===== src/rtl/instr_pkg.sv =====
// Shared definitions for the instruction encoder: request kinds and the MIPS opcodes
// accepted by the main decoder.
package instr_pkg;

  typedef enum logic [2:0] {
    K_RTYPE   = 3'd0,
    K_LW      = 3'd1,
    K_SW      = 3'd2,
    K_BEQ     = 3'd3,
    K_ADDI    = 3'd4,
    K_J       = 3'd5,
    K_JAL     = 3'd6,
    K_ILLEGAL = 3'd7
  } instr_kind_t;

  localparam logic [5:0] OP_RTYPE = 6'h00;
  localparam logic [5:0] OP_LW    = 6'h23;
  localparam logic [5:0] OP_SW    = 6'h2B;
  localparam logic [5:0] OP_BEQ   = 6'h04;
  localparam logic [5:0] OP_ADDI  = 6'h08;
  localparam logic [5:0] OP_J     = 6'h02;
  localparam logic [5:0] OP_JAL   = 6'h03;

  function automatic logic [31:0] itype(logic [5:0] op, logic [4:0] rs, logic [4:0] rt,
                                        logic [15:0] imm);
    return {op, rs, rt, imm};
  endfunction

endpackage


===== src/rtl/instr_pack.sv =====
// Combinational packer: instruction kind plus fields into a 32-bit MIPS word.
module instr_pack
  import instr_pkg::*;
(
  input  logic [2:0]  kind_i,
  input  logic [4:0]  rs_i,
  input  logic [4:0]  rt_i,
  input  logic [4:0]  rd_i,
  input  logic [4:0]  shamt_i,
  input  logic [5:0]  funct_i,
  input  logic [15:0] imm_i,
  input  logic [25:0] target_i,
  output logic        legal_o,
  output logic [31:0] word_o
);

  always_comb begin
    legal_o = 1'b1;
    word_o  = '0;
    case (instr_kind_t'(kind_i))
      K_RTYPE: word_o = {OP_RTYPE, rs_i, rt_i, rd_i, shamt_i, funct_i};
      K_LW:    word_o = itype(OP_LW, rs_i, rt_i, imm_i);
      K_SW:    word_o = itype(OP_SW, rs_i, rt_i, imm_i);
      K_BEQ:   word_o = itype(OP_BEQ, rs_i, rt_i, imm_i);
      K_ADDI:  word_o = itype(OP_ADDI, rs_i, rt_i, imm_i);
      K_J:     word_o = {OP_J, target_i};
      K_JAL:   word_o = {OP_JAL, target_i};
      default: legal_o = 1'b0;
    endcase
  end

endmodule


===== src/rtl/instr_encoder.sv =====
// Instruction encoder: packs requests into MIPS words and streams them with their byte
// addresses through a 2-entry output buffer.
module instr_encoder
  import instr_pkg::*;
#(
  parameter int unsigned     n         = 32,
  parameter logic [n-1:0]    BASE_ADDR = '0
) (
  input  logic          clk,
  input  logic          reset,
  input  logic          in_valid,
  output logic          in_ready,
  input  logic [2:0]    in_kind,
  input  logic [4:0]    in_rs,
  input  logic [4:0]    in_rt,
  input  logic [4:0]    in_rd,
  input  logic [4:0]    in_shamt,
  input  logic [5:0]    in_funct,
  input  logic [15:0]   in_imm,
  input  logic [25:0]   in_target,
  output logic          out_valid,
  input  logic          out_ready,
  output logic [31:0]   out_instr,
  output logic [n-1:0]  out_addr,
  output logic          illegal
);

  logic [31:0]  word_q [2];
  logic [31:0]  word_d [2];
  logic [n-1:0] addr_buf_q [2];
  logic [n-1:0] addr_buf_d [2];
  logic         rd_ptr_q, rd_ptr_d;
  logic         wr_ptr_q, wr_ptr_d;
  logic [1:0]   count_q, count_d;
  logic [n-1:0] next_addr_q, next_addr_d;
  logic         illegal_q, illegal_d;

  logic         pack_legal;
  logic [31:0]  pack_word;
  logic         accept, push, pop;

  instr_pack u_pack (
    .kind_i   (in_kind),
    .rs_i     (in_rs),
    .rt_i     (in_rt),
    .rd_i     (in_rd),
    .shamt_i  (in_shamt),
    .funct_i  (in_funct),
    .imm_i    (in_imm),
    .target_i (in_target),
    .legal_o  (pack_legal),
    .word_o   (pack_word)
  );

  // Ready depends only on registered occupancy, never on out_ready.
  assign in_ready  = (count_q != 2'd2);
  assign out_valid = (count_q != 2'd0);
  assign out_instr = word_q[rd_ptr_q];
  assign out_addr  = addr_buf_q[rd_ptr_q];
  assign illegal   = illegal_q;

  assign accept = in_valid && in_ready;
  assign push   = accept && pack_legal;
  assign pop    = out_valid && out_ready;

  always_comb begin
    word_d      = word_q;
    addr_buf_d  = addr_buf_q;
    rd_ptr_d    = rd_ptr_q;
    wr_ptr_d    = wr_ptr_q;
    count_d     = count_q;
    next_addr_d = next_addr_q;
    illegal_d   = illegal_q;

    if (push) begin
      word_d[wr_ptr_q]     = pack_word;
      addr_buf_d[wr_ptr_q] = next_addr_q;
      wr_ptr_d             = ~wr_ptr_q;
      next_addr_d          = next_addr_q + n'(4);
    end
    if (pop) begin
      rd_ptr_d = ~rd_ptr_q;
    end
    case ({push, pop})
      2'b10:   count_d = count_q + 2'd1;
      2'b01:   count_d = count_q - 2'd1;
      default: count_d = count_q;
    endcase
    if (accept && !pack_legal) begin
      illegal_d = 1'b1;
    end
  end

  always_ff @(posedge clk) begin
    if (reset) begin
      word_q[0]     <= '0;
      word_q[1]     <= '0;
      addr_buf_q[0] <= BASE_ADDR;
      addr_buf_q[1] <= BASE_ADDR;
      rd_ptr_q      <= 1'b0;
      wr_ptr_q      <= 1'b0;
      count_q       <= 2'd0;
      next_addr_q   <= BASE_ADDR;
      illegal_q     <= 1'b0;
    end else begin
      word_q        <= word_d;
      addr_buf_q    <= addr_buf_d;
      rd_ptr_q      <= rd_ptr_d;
      wr_ptr_q      <= wr_ptr_d;
      count_q       <= count_d;
      next_addr_q   <= next_addr_d;
      illegal_q     <= illegal_d;
    end
  end

endmodule


===== config.mk =====
export PLATFORM = sky130hd
export DESIGN_NAME = instr_encoder
export DESIGN_NICKNAME = d
export VERILOG_FILES = /design/src/rtl/instr_pkg.sv /design/src/rtl/instr_pack.sv /design/src/rtl/instr_encoder.sv
export SDC_FILE = /design/constraint.sdc
export NUM_CORES = 1
export LEC_CHECK = 0
export CORE_UTILIZATION = 30
export DETAILED_ROUTE_END_ITERATION = 7
export REMOVE_ABC_BUFFERS = 1
export SETUP_SLACK_MARGIN = 0.2
export SLEW_MARGIN = 20
export SYNTH_ARGS = -nofsm -noshare
export SYNTH_HDL_FRONTEND = slang
export SYNTH_HIERARCHICAL = 1
export SYNTH_SLANG_ARGS = --single-unit
export TNS_END_PERCENT = 100

===== constraint.sdc =====
create_clock -name clk -period 4.6 [get_ports clk]
set_input_delay 1.38 -clock clk [delete_from_list [all_inputs] [get_ports clk]]
set_output_delay 1.38 -clock clk [all_outputs]
set_load 0.005 [all_outputs]

* Word level (Yosys, flattened, before mapping) *
Index checks and enable logic that the tools add are counted.

cells by class
  add/sub/neg operators = 3
  reduce and logical (&&, ||, !) cells = 10
  multiplexer cells = 13
  magnitude comparators = 3
  equality and inequality tests = 9
  bitwise operators = 4

operator list
  operator               count
  $mux 32                7
  $pmux 32 s7            1
  $bwmux 64              2
  $add 32x3->32 const B  1
  $demux 32 s1           1
  $eq 3x3->1 const B     3
  $reduce_or 7->1        1
  $eq 3x2->1 const B     2
  $logic_and 1x1->1      5
  $ge 2x2->1 const B     2
  $not 1->2              2
  $pmux 2 s2             1
  $reduce_bool 2->1      2
  $eq 3x1->1 const B     1
  $logic_not 3->1        1
  $add 2x1->2 const B    1
  $eq 2x1->1 const B     1
  $eq 2x2->1 const B     1
  $lt 2x1->1 const B     1
  $ne 2x2->1 const B     1
  $not 1->1              2
  $sub 2x1->2 const B    1
  $logic_not 1->1        1
  $mux 1                 1

storage, ports and cells
  input bits = 75
  register bits after elaboration = 165
  logic and storage cells = 51

* Longest topological paths before layout *
Gate-level depths: netlist (run 1).

  word-level depth = 6
  gate-level depth with buffers = 10
  mapped depth without buffers = 7

* Cells and area by module *
Netlist (run 1), hierarchy kept.

by module, submodules not included
  module         cells each  times used  seq. area each (um^2)  area each (um^2)
  instr_encoder  822         1           3183.1                 6760.2
  instr_pack     141         1           0.0                    1196.1

* Worst setup path before layout (run 1) *
No wires, ideal clock.

  path type = input port to flip-flop
  start point = input port in_kind[0]
  end point = register next_addr_q[25]
  cell stages on the path = 10
  slack = 1280 ps
  arrival time = 3197 ps
  path buffers = 5
  cells stage by stage = buf_6 buf_12 buf_6 nand3_1 nand2_1 or3_4 buf_6 buf_6 nor4_1 mux2_1

between the ends
  cells in the longest elaborated chain, start to end = 4
  elaborated cells on any way between the ends = 10
  those cells by class = eq/ne: 6; mux: 1; reduce/logical: 3

ends and longest elaborated chain
  item                                      line                  RTL
  from (decl)                               instr_encoder.sv:13   input logic [2:0] in_kind,
  $eq 3x1->1, or another cell as far along  instr_pack.sv:20      case (instr_kind_t'(kind_i))
  $reduce_or 7->1 (no source line) (*)      --
  $mux 1 (*)                                instr_pack.sv:20
  net pack_legal                            instr_encoder.sv:38   logic pack_legal;
  $logic_and 1x1->1 (*)                     instr_encoder.sv:63   assign push = accept && pack_legal;
  to (signal assigned)                      instr_encoder.sv:111  next_addr_q <= next_addr_d;
  to (decl)                                 instr_encoder.sv:35   logic [n-1:0] next_addr_q, next_addr_d;

The timed path passes the listed nets; every way through them passes the cells marked *.
A chain may end at the register's enable or synchronous reset.

* Worst setup path after layout (run 1) *
  start point = register rd_ptr_q
  end point = output port out_addr[9]

between the ends
  cells in the longest elaborated chain, start to end = 4

ends and longest elaborated chain
  item                                        line                  RTL
  from (decl)                                 instr_encoder.sv:32   logic rd_ptr_q, rd_ptr_d;
  from (signal assigned)                      instr_encoder.sv:108  rd_ptr_q <= rd_ptr_d;
  $not 1->2 (implied by the code)             instr_encoder.sv:59   assign out_addr = addr_buf_q[rd_ptr_q];
  $mux 32 (implied by the code) (3 in a row)  instr_encoder.sv:59
  to (decl)                                   instr_encoder.sv:24   output logic [n-1:0] out_addr,

No other way between the ends. The select of a mux whose other input is x is not followed.

==> impl_results.md, run 1 <==
- Starting density of the core: 30.5%
- Placed cells: 1,370
- Non-Filler Instances: 1,402
- Avg WL per Cell: 14.9 microns
- Root Buffer: clkbuf_16
- Grt ovf: 0
- Post-Synth XOR/XNOR Area: under 10%
- Max Cap Viol: 0
- DP Wirelength: 13,300 microns
- Clk slew on worst S/H paths: around 60 ps
- PostCTS Resize Cnt: 0
- Horiz. Die Dim: 165 microns
- Die area: between 20,000 and 30,000 sq um
- Largest net degree at the start of global routing: 77
- Post-CTS Repair Setup Buffers: 0
- Max-slew headroom: 46.2%
- Synthesized flop and latch total: 159
- Met1 WL: 10,100 microns
- Row cnt: 59
- Synth Area in Adders: less than 1%
- Gate power share: 21.0%
- Simple-gate portion of the synthesized area: 23.0%
- Drt pass-1 iters: 7
- Critical Path End Type: primary output
- Initial antenna violation count: 0
- Outcome: complete, no violations
- Layout area overhead: 27.0%
- WP data required: 3220 ps
- Clk sinks: 159
- Htree depth: 4
- Design internal power: 2.71 mW
- Leak Pwr: between 3 and 4 nW
- Slowest-stage cell, CP: dfxtp_4
- Share of layout cells above drive strength 1: 16.6%
- Clock Tree Buf Depth: 2
- Num CTS Buffers: 17
- Switching share of power: 28.4%
- CP cell instances: buf_12 > mux2_2 > clkdlybuf4s50_1
- Die height: 165 microns
- Avg Inst Size Synth: 8.26 sq um
- Antenna viol nets, final: 0
- # port buffers: 139
- Post-layout min period: between 3000 and 4000 ps
- Ant. Diodes: 0
- First-pass GRT wire length: 33,400 microns
- Fmax: 0.280 GHz
- Vias: 6,781
- CP Launch Type: flip-flop
- Final nets: 1,131
- Fin. Hold Viols: 0
- Initial drt markers: 451
- Power consumption: 3.79 mW
- Gpl congestion: 0.723
- Hold Buf Count CTS: 0
- Mux contribution to synthesized area: roughly 14%
- DRC errors left: 0
- Worst Path Class, Setup: reg2out
- Power Density: ~380 nW/um^2
- # IOs: about 140
- Pins Over Slew Limit: 0
- Final Worst Setup Slack: 1030 ps
- Ys flop type: dfxtp_1
- # setup viols final: 0
- Post-Synthesis Cells: about 960
- Worst EP arrival: between 2000 and 2500 ps
- Largest family of logic cells by synthesized area: simple AND/OR/NAND/NOR gates
- Clock group share of total power: about two fifths
- Synth Area in Compound Gates: 16.0%
- CP Max Fanout: 43
- Pre-CTS setup slack: between 1000 and 1500 ps
- Warnings from Yosys: 6
- Via density: 4.84
- Post-synthesis async set-or-reset flop share: 0%
- Netlist Area Pre-Place: roughly 8000 sq um
- Largest stage delay, worst path: 560 ps
- Final WL: between 20,000 and 25,000 microns
- Ratio of final minimum period to clock period: 77.6%
- Core Area: 26,100 sq um
- Hold WC Path Type: reg2reg
- Clk_lat worst skew: 430 ps
- Flop pwr share: 39.9%
- GRT Util Overall: between 15 and 20%
- Peak supply drop: between 0.0002 and 0.00025 V
- Clock Skews: 12.6 ps
- Worst-Margin Slew: 807 ps
- Top layer reached by signal wires: met4
- RSZ-0062 raised after global routing: no
- Met2 routed WL: 9710 microns
- WHS: 451 ps
- Met3 routed WL: around 860 microns
- NetSw: 1.08 mW
- Vias in the first global route: about 6,400
- CTS tree: built
- Sequential share of the synthesized area: 40.0%
- Library cells used by synthesis: 48
- Post-synth EDFFs: 0
- Setup TNS: 0 ps
==> registers in the layout, indices dropped and copies added (netlist names) <==
signal / flops
next_addr_q: 30
count_q: 2
word_q: 64
rd_ptr_q: 1
wr_ptr_q: 1
addr_buf_q: 60
illegal: 1
==> cells in the mapped netlist (5+ instances only) <==
cell type	number	share of area (%)
nand2_1	278	13
dfxtp_1	159	40
a21oi_1	142	8.9
mux2_2	79	11
clkbuf_1	56	2.6
nor2_1	25	1.2
nor2b_1	17	1.3
a32oi_1	16	1.8
nor4_1	15	1.2
a22o_1	10	1.1
nand3_1	10	0.63
a21oi_2	9	0.99
mux2_4	9	1.7
nor3b_1	9	0.85
o211ai_2	9	1.4
buf_4	8	0.75
buf_6	8	1.1
nand4_1	8	0.63
buf_2	7	0.44
nor3b_2	7	1.1
o211ai_1	7	0.66
o31ai_1	7	0.66
or4_1	7	0.66
inv_1	6	0.28
xor2_1	6	0.66
and2_1	5	0.39
and4_1	5	0.55
xnor2_1	5	0.55
==> worst paths after layout <==
| kind | from | to | slack [ps] | depth (start not counted) |
|---|---|---|---|---|
| min reg2reg | word_q[27]$_SDFFE_PP0P_ | word_q[27]$_SDFFE_PP0P_ | 450 | 2 |
| min | word_q[27]$_SDFFE_PP0P_ | word_q[27]$_SDFFE_PP0P_ | 450 | 2 |
| max | rd_ptr_q$_SDFFE_PP0P_ | out_addr[9] | 1030 | 3 |
| max reg2reg | next_addr_q[2]$_SDFFE_PP0N_ | next_addr_q[26]$_SDFFE_PP0N_ | 2280 | 5 |
==> cell families after synthesis <==
kind of cell / after synthesis
AOI/OAI and AO/OA: 205
and+or+nand+nor: 400
other: 2
buffers and inverters: 91
DFF: 159
muxes: 93
xor gates and xnor gates: 11
adders and majority gates: 2
==> cell usage in the layout (no fill, tap or decap), types with 6 or more instances in the layout <==
cell type / instances
clkbuf_16: 18
a21oi_2: 9
clkdlybuf4s50_1: 135
mux2_2: 79
nor2_1: 25
nand3_1: 9
nor2b_1: 17
nand4_1: 8
mux2_4: 9
xor2_1: 6
inv_1: 6
a22o_1: 10
a32oi_1: 16
or4_1: 7
nor3b_1: 9
dfxtp_1: 158
nor3b_2: 7
o31ai_1: 7
nor4_1: 15
a21oi_1: 142
nand2_1: 278
o211ai_2: 9
buf_4: 15
o211ai_1: 7
==> final cells by class <==
cell class / count / area [sq um]
inverter: 7 / 26.3
sequential: 159 / 3190
timing repair buffer: 155 / 1520
fill: 2636 / 16000
clock buffer: 22 / 505
multi-input combinational: 714 / 4330
tap: 335 / 419
clock inverter: 10 / 121
==> power groups by stage <==
stage          logic, mW  registers (mW)  clock network [mW]
6_report           0.795            1.51                1.48
5_1_grt            0.874            1.53                1.57
4_1_cts            0.814            1.51                1.52
3_5_place_dp       0.810            1.55                   0
3_3_place_gp       0.805            1.54                   0
2_1_floorplan      0.393            1.55                   0
==> critical path, delay by kind of cell, from the launching register on <==
family / cells / cell delay (ps)
buffers and inverters: 2 / 780
DFF: 1 / 560
muxes: 1 / 410
==> per-stage QoR <==
stage	util [%]	cell area (sq um)
6_report	38.8	10100
5_1_grt	38.8	10100
4_1_cts	38.8	10100
3_5_place_dp	36.4	9480
3_3_place_gp	36.4	9480
2_1_floorplan	-	7530
==> per-layer routing <==
layer  vias to the layer above  global-route usage, %
met4                         0                   4.80
met1                      3158                   20.2
met2                       119                   26.0
met3                        17                   2.96
met5                         -                      0
li1                       3487                      -
Note: power is estimated with default switching activity, not from simulation.
==> run 2: changes to the inputs <==
==> constraint.sdc (replaced) <==
create_clock -name clk -period 3.2 [get_ports clk]
set_input_delay 0.96 -clock clk [delete_from_list [all_inputs] [get_ports clk]]
set_output_delay 0.96 -clock clk [all_outputs]
set_load 0.005 [all_outputs]
==> run 2 against run 1 <==
  * Non-clock buffer count rose by 12
  * Sequential share of layout area decreased by 0.36 points
  * Final cell count grew 0.71%
  * Setup slack worse by 710 ps
  * Core utilization rose by 0.45 points
  * Hold slack worse by 0.85 ps
  * Total power is 43% higher
  * Critical path depth grew 1
  * Via count is 2.2% higher
  * First-iteration DRC count down 26%
  * Combinational power grew 64%
  * Register-to-register slack lost 1200 ps
==> impl_results.md, run 2 (synthesized netlist as in run 1, its figures left out) <==
- Peak supply drop: 0.000270 V (was 0.000202 V)
- Final nets: 1,143 (was 1,131)
- Max-slew headroom: 60.1% (was 46.2%)
- # port buffers: 139 (unchanged)
- Starting density of the core: 30.5% (unchanged)
- WP data required: 2240 ps (was 3220 ps)
- Die height: 165 microns (unchanged)
- Pins Over Slew Limit: 0 (unchanged)
- Worst Path Class, Setup: reg2out (unchanged)
- Row cnt: 59 (unchanged)
- Share of layout cells above drive strength 1: 17.3% (was 16.6%)
- Design Area, Final: 10,200 sq um (was 10,100 sq um)
- Root Buffer: clkbuf_16 (unchanged)
- Critical Path End Type: primary output (unchanged)
- Slowest-stage cell, CP: clkdlybuf4s50_1 (was dfxtp_4)
- Post-layout min period: 2880 ps
- Clock Tree Buf Depth: 2 (unchanged)
- Leak Pwr: 3.53 nW (was 3.49 nW)
- Worst-Margin Slew: 597 ps (was 807 ps)
- Fmax: 0.347 GHz
- PostCTS Resize Cnt: 0 (unchanged)
- Largest stage delay, worst path: 490 ps (was 560 ps)
- First-pass GRT wire length: 34,300 microns (was 33,400 microns)
- Final WL: 21,200 microns (was 20,800 microns)
- Final design utilization: 39.2% (was 38.8%)
- Drt pass-1 iters: 5 (was 7)
- Hold Buf Count CTS: 0 (unchanged)
- Ratio of final minimum period to clock period: ~90%
- Clk slew on worst S/H paths: 60 ps (about the same)
- CP Launch Type: flip-flop (unchanged)
- # setup viols final: 0 (unchanged)
- Pre-CTS setup slack: 283 ps (was 1000 ps)
- CP cell instances: buf_12 > buf_12 > mux2_2 > clkdlybuf4s50_1 (was buf_12 > mux2_2 > clkdlybuf4s50_1)
- Initial drt markers: 334 (was 451)
- Placed instance area: 9590 sq um (was 9480 sq um)
- Most common cell after layout, fill and taps aside: nand2_1 (unchanged)
- Core Area: 26,100 sq um (unchanged)
- Layout area overhead: 28.5% (was 27.0%)
- Power Density: 529 nW/um^2 (was 375 nW/um^2)
- CP dominant cell by count: buf_12
- Die area: 27,200 sq um (unchanged)
- Hold WC Path Type: reg2reg (unchanged)
- Clock Skews: 10.4 ps (was 12.6 ps)
- Initial antenna violation count: 0 (unchanged)
- Worst EP arrival: 1920 ps (was 2190 ps)
- Ant. Diodes: 0 (unchanged)
- Largest register by flop count: word_q (unchanged)
- Gpl congestion: 0.711 (was 0.723)
- Max FFs per register: 64 (unchanged)
- CTS tree: built (unchanged)
- Antenna viol nets, final: 0 (unchanged)
- Horiz. Die Dim: 165 microns (unchanged)
- Avg WL per Cell: 15.0 microns (was 14.9 microns)
- Clk sinks: 159 (unchanged)
- CP Max Fanout: 18 (was 43)
- Largest net degree at the start of global routing: 56 (was 77)
- Post-CTS Repair Setup Buffers: 1 (was 0)
- Num CTS Buffers: 17 (unchanged)
- Grt ovf: 0 (unchanged)
- Via density: 4.91 (was 4.84)
- Final Worst Setup Slack: 320 ps (was 1030 ps)
- Htree depth: 4 (unchanged)
- Flop2flop setup slack: 1060 ps (was 2280 ps)
- Outcome: complete, no violations (unchanged)
- GRT Util Overall: 16.0% (was 15.6%)
- DP Wirelength: 13,800 microns (was 13,300 microns)
- Largest regs: word_q x64, addr_buf_q x60, next_addr_q x30 (unchanged)
- Max Cap Viol: 0 (unchanged)
- DRC errors left: 0 (unchanged)
- Vias in the first global route: 6,732 (was 6,423)
- Vias: 6,929 (was 6,781)
- Fin. Hold Viols: 0 (unchanged)
- # IOs: 142 (unchanged)
- Most frequent cells in the layout: nand2_1, dfxtp_1, a21oi_1 (unchanged)
- RSZ-0062 raised after global routing: no (unchanged)
- Clk_lat worst skew: 420 ps (was 430 ps)
## run 2: final timing paths
check | startpoint | to | depth (start not counted)
setup reg to reg | next_addr_q[5]$_SDFFE_PP0N_ | next_addr_q[26]$_SDFFE_PP0N_ | 4
hold / removal | word_q[56]$_SDFFE_PP0P_ | word_q[56]$_SDFFE_PP0P_ | 2
setup / recovery | rd_ptr_q$_SDFFE_PP0P_ | out_addr[27] | 4
hold reg to reg | word_q[56]$_SDFFE_PP0P_ | word_q[56]$_SDFFE_PP0P_ | 2
## run 2: per-stage QoR
| step | setup TNS (ps) | std cells | power, mW | hold WS [ps] |
|---|---|---|---|---|
| after floorplan | -86500 | 880 | 2.80 | 427 |
| after global placement | 0 | 1378 | 3.43 | 438 |
| after detailed placement | 0 | 1378 | 3.44 | 443 |
| after CTS | 0 | 1409 | 5.45 | 453 |
| after global routing | 0 | 1412 | 5.68 | 462 |
| final | 0 | 1412 | 5.41 | 451 |
## run 2: final cells by class
cell class	count	area (sq um)
Fill cell	2640	15800
Timing Repair Buffer	167	1690
Tap cell	335	419
Clock buffer	22	495
Clock inverter	8	80.1
Inverter	7	26.3
Sequential cell	159	3190
Multi-Input combinational cell	714	4330
## run 2: critical path: cells and delay by family (launching register included)
| family | cells | cell delay (ps) |
|---|---|---|
| buffers and inverters | 3 | 770 |
| DFF | 1 | 380 |
| muxes | 1 | 350 |
## run 2: where the power goes
group / internal, mW / switching, mW
logic: 0.633 / 0.672
registers: 2.08 / 0.0598
clock network: 1.17 / 0.798
## run 2: metal layers
metal	GRT usage [%]	vias to the layer above	part of all wire [%]	wire length, microns
li1	-	3507	-	-
met1	19.8	3273	47	9900
met2	27.8	132	48	10200
met3	3.47	17	4.1	864
met4	4.25	0	1.0	218
met5	0	-	0	0
